File: src/rtl/skel_frame_ram.sv
// rtl/skel_frame_ram.sv - ping-pong two-bank pixel RAM with pass/convergence bookkeeping
module skel_frame_ram #(
  parameter int N          = 8,
  parameter int pixelWidth = 8,
  parameter int bitSize    = 6,
  parameter int cntWidth   = 8
) (
  input  logic                  clk,
  input  logic                  rst,
  input  logic                  we,
  input  logic                  load_en,
  input  logic                  harrisBit,
  input  logic [bitSize:0]      primary_address,
  input  logic [bitSize:0]      dual_read_address,
  input  logic [pixelWidth-1:0] data_in,
  input  logic                  pass_done,
  output logic [pixelWidth-1:0] primary_output,
  output logic [pixelWidth-1:0] dual_output,
  output logic                  swap_ack,
  output logic                  changed,
  output logic                  converged,
  output logic                  pass_incomplete,
  output logic [cntWidth-1:0]   pass_count
);

  localparam int NN = N * N;
  localparam int AW = bitSize + 1;
  localparam int IW = $clog2(NN);
  localparam int CW = $clog2(NN + 1);

  logic [pixelWidth-1:0] bank0 [NN];
  logic [pixelWidth-1:0] bank1 [NN];

  logic                  bank_sel;
  logic [CW-1:0]         wr_cnt;

  logic [IW-1:0]         p_idx;
  logic [IW-1:0]         d_idx;
  logic                  p_ok;
  logic                  d_ok;
  logic [pixelWidth-1:0] p_rd;
  logic [pixelWidth-1:0] d_rd;
  logic [pixelWidth-1:0] wval;
  logic                  load_wr;
  logic                  pass_wr;
  logic                  accept;
  logic                  changed_eff;
  logic [CW-1:0]         cnt_eff;

  assign p_idx = primary_address[IW-1:0];
  assign d_idx = dual_read_address[IW-1:0];
  assign p_ok  = {1'b0, primary_address} < (AW + 1)'(NN);
  assign d_ok  = {1'b0, dual_read_address} < (AW + 1)'(NN);

  // p_rd doubles as the compare port: in pass mode it reads the read bank at the write address
  assign p_rd = bank_sel ? bank1[p_idx] : bank0[p_idx];
  assign d_rd = bank_sel ? bank1[d_idx] : bank0[d_idx];

  assign wval    = harrisBit ? data_in : '0;
  assign load_wr = we && load_en && p_ok;
  assign pass_wr = we && !load_en && p_ok;
  assign accept  = pass_done && !load_en;

  assign changed_eff = changed || (pass_wr && (wval != p_rd));
  assign cnt_eff     = (pass_wr && (wr_cnt != CW'(NN))) ? wr_cnt + CW'(1) : wr_cnt;

  // Load writes the read bank, pass writes the other one
  always_ff @(posedge clk) begin
    if (load_wr || pass_wr) begin
      if (bank_sel ^ pass_wr) begin
        bank1[p_idx] <= wval;
      end else begin
        bank0[p_idx] <= wval;
      end
    end
  end

  always_ff @(posedge clk or posedge rst) begin
    if (rst) begin
      primary_output <= '0;
      dual_output    <= '0;
    end else begin
      primary_output <= p_ok ? p_rd : '0;
      dual_output    <= d_ok ? d_rd : '0;
    end
  end

  always_ff @(posedge clk or posedge rst) begin
    if (rst) begin
      bank_sel        <= 1'b0;
      wr_cnt          <= '0;
      changed         <= 1'b0;
      converged       <= 1'b0;
      pass_incomplete <= 1'b0;
      pass_count      <= '0;
      swap_ack        <= 1'b0;
    end else begin
      swap_ack <= accept;
      if (accept) begin
        bank_sel        <= ~bank_sel;
        converged       <= !changed_eff && (cnt_eff == CW'(NN));
        pass_incomplete <= cnt_eff != CW'(NN);
        pass_count      <= (pass_count == '1) ? pass_count : pass_count + cntWidth'(1);
        changed         <= 1'b0;
        wr_cnt          <= '0;
      end else begin
        changed <= changed_eff;
        wr_cnt  <= cnt_eff;
      end
    end
  end

endmodule

File: config.mk
export PLATFORM = sky130hd
export DESIGN_NAME = skel_frame_ram
export DESIGN_NICKNAME = d
export VERILOG_FILES = /design/src/rtl/skel_frame_ram.sv
export SDC_FILE = /design/constraint.sdc
export NUM_CORES = 1
export LEC_CHECK = 0
export CORE_AREA = 2 2 418 420
export CTS_BUF_LIST = sky130_fd_sc_hd__clkbuf_8
export DETAILED_ROUTE_END_ITERATION = 7
export DIE_AREA = 0 0 420 422
export GPL_ROUTABILITY_DRIVEN = 0
export SLEW_MARGIN = 20
export SYNTH_ARGS = -nofsm -noshare
export SYNTH_HDL_FRONTEND = slang
export SYNTH_SLANG_ARGS = --single-unit
File: constraint.sdc
create_clock -name clk -period 2.61 [get_ports clk]
set_input_delay 0.522 -clock clk [delete_from_list [all_inputs] [get_ports clk]]
set_output_delay 0.522 -clock clk [all_outputs]
set_load 0.005 [all_outputs]
==> impl_metrics.py <==
metrics = {
    "yosys": {
        "muxShareOfSynthArea_pct": 24.4,
        "netlist_instances": 2738,
        "synth-compound-area-share_pct": 5.74,
        "avgSynthCellArea_um2": 18.2,
        "synth_top_area_share_pct": 61.7,
        "synth-seq-area-share_pct": 63.5,
        "synth_edf_count": 1024,
        "ys_async_sr_fraction_pct": 3.40,
        "synth_simple_gate_area_share_pct": 3.35,
        "synth_top_family_by_area": "multiplexers",
        "synth_area_leaders": "edfxtp_1 (62%), mux4_2 (19%), mux2i_1 (3.9%)",
        "ys_warn_count": 0,
        "synth_seq_cells": 1060,
        "synth_adder_area_share_pct": 0.0754,
        "syn_area_mm2": 0.0498,
        "synth_top_area_cell": "edfxtp_1",
        "synth-xor-area-share_pct": 0.369,
        "ys.flop_type": "edfxtp_1",
        "synthesis.nets": 2769,
        "synth_cell_types": 76,
    },
    "floorplan": {
        "rows": 153,
        "ios": 56,
        "initial_core_util_pct": 28.8,
        "fp.coreArea_mm2": 0.173,
        "die_y_um": 422,
        "die_w_um": 420,
        "fp.dieArea_mm2": 0.177,
    },
    "worst_hold_path": {
        "hp-class": "primary input to async pin",
    },
    "cts": {
        "cts_buffer_depth": 3,
        "clk_latency_ns": 0.93,
        "cts.htree.levels": 4,
        "clkSinkCount": 1060,
        "cts_buffers": 175,
        "cts_tree": "done",
        "holdBufCountCts": 0,
        "cts-root-buf": "clkbuf_8",
        "clk_pin_slew_ns": 0.06,
    },
    "sta": {
        "rsz0062_at_grt": "true",
        "fin_crit_sh_pct": 107,
        "relSlewSlack_pct": 42.5,
        "max_freq_mhz": 360,
        "hold_violations": 0,
        "fin_crit_ns": 2.78,
        "drv_slew": 0,
        "final.setup.worst_slack_ns": -0.171,
        "setup_violations": 5,
        "tightest_slew_ns": 0.860,
        "skew_ns": 0.0522,
    },
    "pwr": {
        "powerDensity_mw_per_mm2": 625,
        "leakagePower_nw": 21.7,
        "ir_drop_v": 0.000565,
        "p_total_mw": 39.5,
    },
    "drt": {
        "drcViolationCount": 0,
        "drtIter0Drc": 4534,
        "finalWirelength_um": 180000,
        "vias": 32800,
        "vias_per_cell": 5.54,
        "firstDrtPassIters": 6,
        "ant_nets": 0,
        "wl_per_cell_um": 30.3,
    },
    "grt": {
        "grt_pass1_vias": 33200,
        "grt_max_degree": 81,
        "antenna_found_initial": 9,
        "track_usage_pct": 20.0,
        "overflow": 0,
        "grt_pass1_wl_um": 252000,
    },
    "setup_path": {
        "required_ns": 3.40,
        "worstPathMaxFanout": 19,
        "crit_path_start": "primary_address[1]",
        "reg2reg_to": "changed$_DFF_PP0_",
        "worstSetupStartpointType": "primary input",
        "worst-r2r-setup-slack_ns": -0.10,
        "r2r_cells": 8,
        "cp.arrival_ns": 3.57,
        "rr_startpoint": "bank0[28][7]$_DFFE_PP_",
        "critPathKind": "primary input to register",
        "crit_path_end_kind": "register",
    },
    "final_layout": {
        "multi_input_area_mm2": 0.0174,
        "layout_commonest_cell": "edfxtp_1",
        "seq_area_mm2": 0.0317,
        "n_fill_cell": 16000,
        "most-common-layout-cells": "edfxtp_1 (1024), buf_4 (572), mux4_2 (412)",
        "area.growth.synth_to_final_pct": 26.9,
        "nets": 3487,
        "drive_gt1_share_pct": 43.0,
    },
    "status": {
        "outcome": "finished, violations left",
        "violations": "setup timing",
    },
    "placed_design": {
        "hpwl_um": 130000,
        "place_ws_ns": -1.53,
        "numPortBuffers": 55,
    },
    "job": {
        "drv_cap": 0,
    },
}
per-layer routing:
layer	wire [um]	up-vias	global-route usage (%)
li1	-	13200	-
met1	66700	17100	25.6
met4	10800	6	10.6
met2	82300	2106	30.8
met5	40	-	0
met3	19800	473	5.67
state kept, by name (all words and copies together) (netlist names), 7 cells and up:
register	cells
primary_output	8
bank0	512
wr_cnt	7
pass_count	8
dual_output	8
bank1	512
synthesized netlist by cell type (49+ instances only):
master / instances
a221oi_1: 83
a22oi_1: 77
buf_2: 86
clkbuf_1: 76
edfxtp_1: 1024
mux2_2: 51
mux2i_1: 193
mux4_2: 410
nand2_1: 61
nand3_1: 49
nor2_1: 173
o22ai_1: 54
layout make-up:
cell class | instances | share of cell area [%]
well taps | 2325 | 4.60
clock inverters | 141 | 1.63
clock buffers | 181 | 3.94
flip-flops and latches | 1060 | 50.1
multi-input cells | 1440 | 27.5
inverters | 13 | 0.0891
diodes | 4 | 0.0158
repair buffers | 766 | 12.1
how the worst max path moves through the flow:
stage	cells after the start	slack, ns	to
floorplan	13	-0.16	changed$_DFF_PP0_
global placement	13	-1.58	changed$_DFF_PP0_
detailed placement	13	-1.53	changed$_DFF_PP0_
CTS	10	-0.13	changed$_DFF_PP0_
global route	10	-0.14	changed$_DFF_PP0_
finish	13	-0.17	changed$_DFF_PP0_
repair_timing:
item,4_1_cts,5_1_grt
setup buffers,3,10
endpoints found under the setup margin,7,14
pin swaps,11,19
gates resized for setup,42,57
worst max-delay path: stages:
cell and delay [ns]:
clkbuf_8 0.27, and2b_2 0.34, buf_4 0.21, a221o_1 0.30, a21oi_1 0.34, buf_4 0.17
o22ai_1 0.15, nor4_4 0.30, buf_4 0.18, o21ai_0 0.06, a22oi_1 0.19, nand4_1 0.18
o221a_2 0.27
cell families after synthesis:
group	after synthesis
flops	1060
mux	672
compound gates	381
simple gates	363
buf+inv	238
xor+xnor	21
fa+ha+maj	3
power by group:
| part | leakage, nW | total (mW) | internal (mW) | switching (mW) |
|---|---|---|---|---|
| logic | 9.89 | 5.65 | 2.58 | 3.07 |
| clock network | 1.96 | 15.0 | 7.97 | 6.99 |
| registers | 9.81 | 18.9 | 18.8 | 0.106 |
per-stage QoR:
step	TNS [ns]	std cells	hold WS [ns]	area, um2	util, %
6_report	-0.360	5930	0.117	63200	36.6
5_1_grt	-0.465	5927	0.107	63200	36.6
4_1_cts	-0.174	5918	0.0619	62900	36.4
3_5_place_dp	-150.50	5593	0.487	59200	34.2
3_3_place_gp	-140.41	5593	0.480	59200	34.2
2_1_floorplan	-43.91	2738	0.481	50300	-
Note: power is estimated with default switching activity, not from simulation.
